$ cat config.mk
export PLATFORM = sky130hd
export DESIGN_NAME = load_data_unit
export DESIGN_NICKNAME = d
export VERILOG_FILES = /design/src/rtl/load_data_unit.sv
export SDC_FILE = /design/constraint.sdc
export NUM_CORES = 1
export LEC_CHECK = 0
export CORE_ASPECT_RATIO = 0.9
export CORE_MARGIN = 2
export CORE_UTILIZATION = 35
export DETAILED_ROUTE_END_ITERATION = 12
export HOLD_SLACK_MARGIN = 0.05
export PLACE_DENSITY = 0.73
export SYNTH_ARGS = -nofsm -noshare
export SYNTH_HDL_FRONTEND = slang
export SYNTH_SLANG_ARGS = --single-unit
$ cat constraint.sdc
create_clock -name clk -period 6.1 [get_ports clk]
set_input_delay 1.525 -clock clk [delete_from_list [all_inputs] [get_ports clk]]
set_output_delay 1.525 -clock clk [all_outputs]
set_load 0.1 [all_outputs]
$ cat src/rtl/load_data_unit.sv
// Load result formatter: captures a load request beside the synchronous RAM read,
// then selects, extracts and extends the returning word. Define LOAD_MMIO_EN for the MMIO read path.
module load_data_unit (
  input  logic        clk,
  input  logic        rst,
  input  logic        req_valid,
  input  logic [2:0]  req_funct3,
  input  logic [31:0] req_addr,
  input  logic        stall,
  input  logic [31:0] dmem_dout,
  input  logic [31:0] bios_dout,
  input  logic [31:0] mmio_dout,
  output logic        load_valid,
  output logic [31:0] load_data,
  output logic        misaligned,
  output logic        region_err
);
  localparam logic [1:0] IDLE = 2'd0;
  localparam logic [1:0] RESP = 2'd1;
  localparam logic [1:0] HOLD = 2'd2;

  localparam logic [1:0] REG_DMEM = 2'd0;
  localparam logic [1:0] REG_BIOS = 2'd1;
`ifdef LOAD_MMIO_EN
  localparam logic [1:0] REG_MMIO = 2'd2;
`endif
  localparam logic [1:0] REG_NONE = 2'd3;

  logic [1:0]  r_state;
  logic [1:0]  w_state_next;
  logic [2:0]  r_funct3;
  logic [1:0]  r_off;
  logic [1:0]  r_region;
  logic        r_misaligned;
  logic [31:0] r_hold_data;
  logic        r_hold_mis;
  logic        r_hold_err;

  logic        w_accept;
  logic [1:0]  w_region;
  logic        w_misaligned;
  logic [31:0] w_word;
  logic [7:0]  w_byte;
  logic [15:0] w_half;
  logic [31:0] w_ext;
  logic [31:0] w_fmt_data;
  logic        w_fmt_err;
  logic        w_unused_addr;

  // Only the region nibble and the byte offset matter to the load formatter.
  assign w_unused_addr = ^req_addr[27:2];
`ifndef LOAD_MMIO_EN
  logic w_unused_mmio;
  assign w_unused_mmio = ^mmio_dout;
`endif

  assign w_accept = req_valid & ~stall;

  always_comb begin
    case (req_addr[31:28])
      4'b0001, 4'b0011: w_region = REG_DMEM;
      4'b0100:          w_region = REG_BIOS;
`ifdef LOAD_MMIO_EN
      4'b1000:          w_region = REG_MMIO;
`endif
      default:          w_region = REG_NONE;
    endcase
  end

  // Undefined funct3 encodings behave as LW, including the alignment rule.
  always_comb begin
    case (req_funct3)
      3'b000, 3'b100: w_misaligned = 1'b0;
      3'b001, 3'b101: w_misaligned = req_addr[0];
      default:        w_misaligned = |req_addr[1:0];
    endcase
  end

  always_comb begin
    case (r_region)
      REG_DMEM: w_word = dmem_dout;
      REG_BIOS: w_word = bios_dout;
`ifdef LOAD_MMIO_EN
      REG_MMIO: w_word = mmio_dout;
`endif
      default:  w_word = 32'd0;
    endcase
  end

  always_comb begin
    case (r_off)
      2'd0:    w_byte = w_word[7:0];
      2'd1:    w_byte = w_word[15:8];
      2'd2:    w_byte = w_word[23:16];
      default: w_byte = w_word[31:24];
    endcase
    w_half = r_off[1] ? w_word[31:16] : w_word[15:0];
    case (r_funct3)
      3'b000:  w_ext = {{24{w_byte[7]}}, w_byte};
      3'b100:  w_ext = {24'd0, w_byte};
      3'b001:  w_ext = {{16{w_half[15]}}, w_half};
      3'b101:  w_ext = {16'd0, w_half};
      default: w_ext = w_word;
    endcase
  end

  assign w_fmt_err  = ~r_misaligned & (r_region == REG_NONE);
  assign w_fmt_data = (r_misaligned | (r_region == REG_NONE)) ? 32'd0 : w_ext;

  always_comb begin
    load_valid = 1'b0;
    load_data  = 32'd0;
    misaligned = 1'b0;
    region_err = 1'b0;
    case (r_state)
      RESP: begin
        load_valid = 1'b1;
        load_data  = w_fmt_data;
        misaligned = r_misaligned;
        region_err = w_fmt_err;
      end
      HOLD: begin
        load_valid = 1'b1;
        load_data  = r_hold_data;
        misaligned = r_hold_mis;
        region_err = r_hold_err;
      end
      default: ;
    endcase
  end

  always_comb begin
    w_state_next = IDLE;
    case (r_state)
      IDLE:    w_state_next = w_accept ? RESP : IDLE;
      RESP:    w_state_next = stall ? HOLD : (req_valid ? RESP : IDLE);
      HOLD:    w_state_next = stall ? HOLD : (req_valid ? RESP : IDLE);
      default: w_state_next = IDLE;
    endcase
  end

  always_ff @(posedge clk) begin
    if (rst) begin
      r_state      <= IDLE;
      r_funct3     <= 3'd0;
      r_off        <= 2'd0;
      r_region     <= REG_DMEM;
      r_misaligned <= 1'b0;
      r_hold_data  <= 32'd0;
      r_hold_mis   <= 1'b0;
      r_hold_err   <= 1'b0;
    end else begin
      r_state <= w_state_next;
      if (w_accept) begin
        r_funct3     <= req_funct3;
        r_off        <= req_addr[1:0];
        r_region     <= w_region;
        r_misaligned <= w_misaligned;
      end
      // Freeze the live result on the first stalled cycle so RAM churn cannot leak out.
      if (r_state == RESP && stall) begin
        r_hold_data <= w_fmt_data;
        r_hold_mis  <= r_misaligned;
        r_hold_err  <= w_fmt_err;
      end
    end
  end
endmodule

==> metrics.txt, run 1 <==
result of the run=completed; total iterations of the first detailed-routing run=4; slew at the pin closest to its max-slew limit=1.35 ns; data required time at the worst endpoint=between 4 and 5 ns; R2R Path Start=r_region[0]; count of state elements after synthesis=44; worst relative slew slack=9.50%; maximum number of pins on one net before global-route repair=40; clock latency reported for the late side of the worst-skew pair=0.31 ns; area delta synth->final=34.1%; horizontal extent of the die=105 µm; H-Tree Level Count=2; non-filler instance count after layout=581; Via Count=3400; number of primary I/O pins=170; Min-Delay Path Class=reg2reg; Post-Place Cell Area=4220 µm²; critical path endpoint category=output port; iteration-0 DRC count of the detailed router=179; CTS tree=done; Reg2Reg Depth=6; sequential share of the synthesized area=27.5%; commonest cells in the synthesized netlist=dfxtp_1 (44), nand2_1 (32), mux2i_1 (31); Pwr Total=717 µW; CP arrival=approximately 3.5 ns; ANT nets after route=0; final critical delay including setup and external delays=5.03 ns; global-route wire length before repair=about 17000 µm; r2r setup slk=between 3 and 4 ns; clock skew=about 0.0039 ns; top fanout value on the critical path=10; Synth Area in XOR/XNOR=0%; via count normalized by instance count=5.85; vias in the first global route=3260; Worst Hold Path EP=r_hold_mis; share of final-layout standard cells stronger than drive strength 1=14.6%; endpoint of the worst register-to-register path=r_hold_data[25]; antenna violations before repair=0; largest cells by area after synthesis=dfxtp_1 (27%), mux2i_1 (9.7%), a22o_1 (7.1%); launch point of the worst path=dmem_dout[7]; number of max-slew violations in the final report=0; vertical die dimension=94.8 µm; number of maximum-capacitance violations=0; Worst IR Drop VDD=between 0.00007 and 0.00008 V; share of synthesized cell area in full adder, half adder and majority cells=1.56%; share of Yosys cell area claimed by the top area cell type=27.5%; average size of a mapped cell=8.64 µm²; leading area contributor after synthesis=dfxtp_1; fillcell total=901; clock root buffer master=clkbuf_8; number of enable flip-flop cells after synthesis=0; starting density of the core=35.6%; crit path launch type=primary input; # diodes=0; maximum buffer depth of the clock tree=2; number of cells after detailed placement=574; PD cells=~170 nW/µm²; total overflow reported by the global router=0; post-CTS sizing=0; core occupancy in the finished layout=47.8%; final HPWL from detailed placement=7990 µm; area enclosed by the die boundary=9940 µm²; dominant combinational cell family by area after synthesis=compound AO/OA/AOI/OAI gates; gr usage total=21.2%; leakage power of the design=around 0.0016 µW; hold-fix buffer count after cts=0; FP Rows=33; Simple-Gate Fraction of Synth Area=roughly 15%; Synth Net Count=510; # DRC=0; Async S/R FF share, synth=0%; number of failing hold endpoints at the final stage=0; fraction of the mapped netlist area in compound gates=a little over a third; area of the placeable core=9000 µm²; synthesized instance count=371; Top FF cell, synth=dfxtp_1; number of cells traversed by the worst hold path=2; unique cell type count in the Yosys netlist=61; # nets final=roughly 600; Setup TNS Final=0 ns; count of buffers inserted at the top-level ports=around 110; clock buffers created by TritonCTS=5; share of synthesized area spent on multiplexers=between 10% and 20%; source of the worst hold timing path=r_hold_mis; share of the cycle needed by the critical path after routing=82.5%; post-CTS setup repair buffer count=0; Highest Clock Rate=0.199 GHz; final standard cell area without fillers=4300 µm²; total wire length after detailed routing=10800 µm; # setup viols final=0; Mapped Area=3210 µm²; Routability Congestion=0.881; unrepaired setup endpoints after global routing=no; WL per Instance=18.6 µm; most common cell in the netlist=dfxtp_1; clock tree sinks=44; kind of critical path=in2out; Syn. warnings=0; Reg clk slew, reported paths=0.09 ns
==> layer usage <==
layer | wire, µm | part of all wire, % | GRT usage, %
met5 | 0 | 0 | 0
met4 | 197 | 1.8 | 6.00
met1 | 4940 | 46 | 28.1
met3 | 886 | 8.2 | 5.73
met2 | 4760 | 44 | 34.0
==> how the worst max path moves through the flow <==
stage                          endpoint  depth (start not counted)
after CTS                  load_data[9]                          7
after floorplan            load_data[3]                          4
after global routing      load_data[11]                          7
after global placement     load_data[9]                          7
final                     load_data[13]                          7
after detailed placement   load_data[9]                          7
==> power breakdown <==
part / leakage, µW / total (µW) / switching (µW) / internal (µW)
combinational: 0.00120 / 218 / 118 / 99.4
sequential: 0.000357 / 311 / 14.6 / 296
clock: 0.0000400 / 189 / 111 / 77.9
==> layout by cell type (no fill, tap or decap), types with 4 or more instances in the layout <==
master / count
a32o_1: 17
o21ai_1: 8
mux2i_1: 31
nor2_1: 22
nor2b_1: 5
inv_1: 6
dfxtp_1: 43
clkdlybuf4s50_1: 79
clkbuf_8: 5
o22ai_1: 8
buf_4: 34
a22o_1: 26
o211ai_1: 7
nor3_1: 10
ha_1: 4
nand3_1: 5
o21ai_0: 29
nand2_1: 32
a21oi_1: 19
==> through the flow <==
| step | hold WS (ns) | setup WS (ns) |
|---|---|---|
| 2_1_floorplan | 0.436 | 0.503 |
| 3_3_place_gp | 0.445 | 1.17 |
| 3_5_place_dp | 0.460 | 1.11 |
| 4_1_cts | 0.473 | 1.08 |
| 5_1_grt | 0.497 | 0.974 |
| 6_report | 0.472 | 1.07 |
==> cell type report <==
| cell class | count | area (µm²) | share of cell area, % |
|---|---|---|---|
| Sequential cell | 44 | 882 | 20.5 |
| Inverter | 7 | 26.3 | 0.611 |
| Clock buffer | 5 | 68.8 | 1.60 |
| Multi-Input combinational cell | 288 | 2110 | 49.1 |
| Timing Repair Buffer | 113 | 1050 | 24.3 |
| Tap cell | 122 | 153 | 3.55 |
| Clock inverter | 2 | 12.5 | 0.291 |
==> worst max-delay path: stages <==
cell and delay (ns):
clkdlybuf4s50_1 0.50, mux2i_2 0.12, a22oi_4 0.28, nand4_2 0.30, o211ai_1 0.26, a22o_1 0.22
buf_4 0.30
==> cell families (layout without fill, tap and decap cells) <==
family          Yosys count  count (layout)
mux                      40              40
fa+ha+maj                 4               4
flops                    44              44
simple gates             96              96
buf+inv                  39             127
compound gates          148             148
==> sequential cells by signal (all words and copies together) (netlist names) <==
signal and flops:
r_state 2, r_funct3 3, r_misaligned 1, r_off 2, r_hold_data 32, r_region 2
r_hold_err 1, r_hold_mis 1
Note: power is estimated with default switching activity, not from simulation.
==> run 2, diff against run 1 <==
Settings changed: PLACE_DENSITY 0.73 to 0.76.
Clock period 6.1 ns to 4.6 ns, I/O delays scaled along.
==> run 2 against run 1 <==
  * Global-route usage up 0.64 points
  * Sequential cell count is the same
  * Critical path depth unchanged
  * Clock-buffer cell count rose by 2
  * Combinational power increased by 34%
  * Die area is the same
  * Setup slack worse by 0.72 ns
  * Sequential share of layout area is 1.9 points lower
  * Routed wire length grew 1.5%
  * Non-clock buffer count increased by 6
  * Register-to-register slack worse by 1.5 ns
==> metrics.txt, run 2 (synthesized netlist as in run 1, its figures left out) <==
Worst IR Drop VDD=about 0.00011 V; gr usage total=21.8%; worst path cell trace=clkdlybuf4s50_1, mux2i_2, a22oi_4, nand4_2, o211a_1, o21ai_1, buf_12; total wire length after detailed routing=11000 µm; number of cells after detailed placement=580; # nets final=604; share of final-layout standard cells stronger than drive strength 1=~16%; H-Tree Level Count=2; maximum number of pins on one net before global-route repair=33; result of the run=completed; worst relative slew slack=34.7%; maximum buffer depth of the clock tree=2; critical path endpoint category=output port; hold-fix buffer count after cts=0; Min-Delay Path Class=reg2reg; longest individual stage delay on the worst path=0.50 ns; global-route wire length before repair=17400 µm; number of maximum-capacitance violations=0; area enclosed by the die boundary=9940 µm²; count of buffers inserted at the top-level ports=111; Sw Pwr=318 µW; crit path launch type=primary input; final critical delay including setup and external delays=4.25 ns; post-CTS sizing=0; total iterations of the first detailed-routing run=5; # DRC=0; clock root buffer master=clkbuf_8; share of the cycle needed by the critical path after routing=92.4%; PD cells=between 200 and 250 nW/µm²; WL per Instance=between 15 and 20 µm; internal power component=641 µW; Via Count=3467; kind of critical path=in2out; number of max-slew violations in the final report=0; clock latency reported for the late side of the worst-skew pair=0.31 ns; power share of the clock group=26.0%; vias in the first global route=3405; FP Rows=33; non-filler instance count after layout=588; register share of total power=43.4%; ANT nets after route=0; fraction of power spent switching nets=33.2%; slew at the pin closest to its max-slew limit=0.977 ns; number of failing hold endpoints at the final stage=0; Post-Place Cell Area=4660 µm²; # setup viols final=0; Reg clk slew, reported paths=0.08 ns; iteration-0 DRC count of the detailed router=roughly 180; vertical die dimension=94.8 µm; number of primary I/O pins=170; clock buffers created by TritonCTS=5; commonest cells after routing, fill and taps aside=clkdlybuf4s50_1 (77), dfxtp_1 (43), nand2_1 (32), buf_12 (32), mux2i_1 (31); final HPWL from detailed placement=8390 µm; Highest Clock Rate=0.235 GHz; max FFs per register=32; core occupancy in the finished layout=52.7%; via count normalized by instance count=5.90; area of the placeable core=9000 µm²; final standard cell area without fillers=roughly 4700 µm²; antenna violations before repair=0; starting density of the core=35.6%; biggest regs=r_hold_data (32), r_funct3 (3); clock tree sinks=44; register containing the most flip-flops in the final layout=r_hold_data; leakage power of the design=roughly 0.0017 µW; post-CTS setup repair buffer count=0; unrepaired setup endpoints after global routing=no; data required time at the worst endpoint=roughly 3.5 ns; final hold slack=0.464 ns; total overflow reported by the global router=0; CP arrival=3.10 ns; top fanout value on the critical path=10; horizontal extent of the die=105 µm; leading cell type in the layout, fill and taps excluded=clkdlybuf4s50_1; CTS tree=done; area delta synth->final=47.9%; # diodes=0; clock skew=between 0.003 and 0.004 ns; Routability Congestion=~0.91; r2r setup slk=2.18 ns; crit path max-delay cell type=clkdlybuf4s50_1; Setup TNS Final=0 ns; Comb pwr share=30.5%
[run 2: worst paths after layout]
path	start	end	depth (start not counted)
max	dmem_dout[7]	load_data[15]	7
min	r_hold_mis	r_hold_mis	2
max reg2reg	r_region[0]	r_hold_data[10]	6
min reg2reg	r_hold_mis	r_hold_mis	2
[run 2: metrics by stage]
stage          power (µW)  setup WS (ns)
2_1_floorplan         596         -0.465
3_3_place_gp          706          0.409
3_5_place_dp          714          0.386
4_1_cts               959          0.364
5_1_grt              1000          0.271
6_report              958          0.352
[run 2: power groups by stage]
stage / Combinational [µW] / Clock, µW / Sequential (µW)
after floorplan: 188 / 0 / 407
after global placement: 283 / 0 / 423
after detailed placement: 289 / 0 / 424
after CTS: 290 / 253 / 415
after global routing: 311 / 270 / 418
final: 292 / 250 / 416
[run 2: area by class of cell]
type / instances / area, µm²
Sequential cell: 44 / 882
Clock buffer: 7 / 76.3
Multi-Input combinational cell: 288 / 2110
Clock inverter: 1 / 8.76
Fill cell: 834 / 4260
Inverter: 7 / 26.3
Tap cell: 122 / 153
Timing Repair Buffer: 119 / 1490
[run 2: worst max-delay path: cells and delay by family]
family / cells / cell delay, ns
AND/OR/NAND/NOR: 1 / 0.29
multiplexers: 1 / 0.11
buffers and inverters: 2 / 0.73
AO/OA/AOI/OAI: 3 / 0.81
[run 2: routing by layer]
metal,global-route usage [%],part of all wire [%],up-vias,wire length [µm]
met5,0,0,-,0
met4,8.22,2.5,0,271
met3,5.66,8.7,24,949
met2,37.3,47,177,5150
met1,26.5,42,1656,4580
li1,-,-,1610,-
==> RTL change: new RTL, flow settings as in run 2 <==
The option `LOAD_MMIO_EN` is turned on by a define.
--- a/src/rtl/load_data_unit.sv
+++ b/src/rtl/load_data_unit.sv
@@ -1,5 +1,7 @@
 // Load result formatter: captures a load request beside the synchronous RAM read,
 // then selects, extracts and extends the returning word. Define LOAD_MMIO_EN for the MMIO read path.
+`define LOAD_MMIO_EN
+
 module load_data_unit (
   input  logic        clk,
   input  logic        rst,
Function: changed (Yosys sat finds a counterexample within 4 cycles, from zero or initial values and one cycle with rst high).
==> RTL change against run 2 <==
Sequential share of layout area fell by 3.3 points. Clock skew up 0.0047 ns. Power grew 27%. Sequential cell count stayed put. Setup slack worse by 0.31 ns. Synthesized area up 13%. Routed wire length grew 28%. Cell area is 22% higher. Count of clock-buffer cells in the layout shrank 1.
==> RTL change: results (changes against run 2) <==
Place
  • HPWL after DPL: 10.51 mm (+25%)
  • Placer Congestion: 0.9376 (+2.7%)

Pwr
  • Leak pwr: 2.147 nW (+25%)

Setup path
  • Critical R2R Launch: r_region[1]$_SDFFE_PP0P_
  • WP data arrival: 3.41 ns (+0.31 ns)
  • Peak fanout along the critical path: 7 (-3)
  • Setup crit start: dmem_dout[31]
  • CP peak stage delay: 0.57 ns (+0.07 ns)
  • R2r endpoint: r_hold_data[0]$_SDFFE_PP0P_
  • Worst path slowest cell: mux4_2

Cells and area
  • Signal buf overhead: 33.29% (+2.0 points)
  • Register area: 883.3 um2 (+0.14%)
  • Layout cells sized above 1: 15.35% (-0.53 points)
  • Final net count: 757 (+25%)
  • Clock-cell share: 2.830% (+1.0 points)
  • Clock buffers: 6 (-1)

GRT
  • Largest net degree at the start of global routing: 47 (+42%)

Worst hold path
  • Hold path startpoint: r_hold_data[15]$_SDFFE_PP0P_

Logic synthesis
  • Post-Syn Instances: 488 (+32%)
  • Sequential fraction of the synthesis area: 24.26% (-3.2 points)
  • Syn Nets: 627 (+23%)

Clock network
  • Clk slew on worst S/H paths: 0.06 ns (-0.02 ns)
  • Clk_lat worst skew: 0.29 ns (-0.02 ns)

Outcome
  • Status: completed

Detailed routing
  • Vias: 4474 (+29%)
  • Initial DRC Count: 511 (+180%)

STA
  • Clock skew: 0.007725 ns (+0.004724 ns)
-- RTL change: routing by layer --
layer  share of wire (%)  vias to the layer above  global-route usage (%)
li1                    -                     2082                       -
met1                  40                     2079                   31.40
met2                  48                      282                   39.45
met3                  10                       31                   5.232
met4                 2.0                        0                   6.173
met5                   0                        -                       0
-- RTL change: logic make-up (layout without fill, tap and decap cells) --
logic type,Yosys count,after routing,synth area share [%]
flip-flops,44,44,24.26
AO/OA/AOI/OAI,184,184,37.60
adder cells (fa/ha/maj),4,4,1.378
multiplexers,36,36,10.61
AND/OR/NAND/NOR,160,160,19.61
buffers and inverters,60,191,6.547
-- RTL change: worst max-delay path: cells and delay by family --
kind | cells | cell delay [ns]
buf+inv | 3 | 0.85
compound gates | 3 | 0.75
mux | 2 | 0.65
-- RTL change: report_power, final --
group          leakage, nW  internal [mW]  switching (mW)
registers            0.358          0.393          0.0188
logic                 1.71          0.185           0.211
clock network       0.0808          0.256           0.152
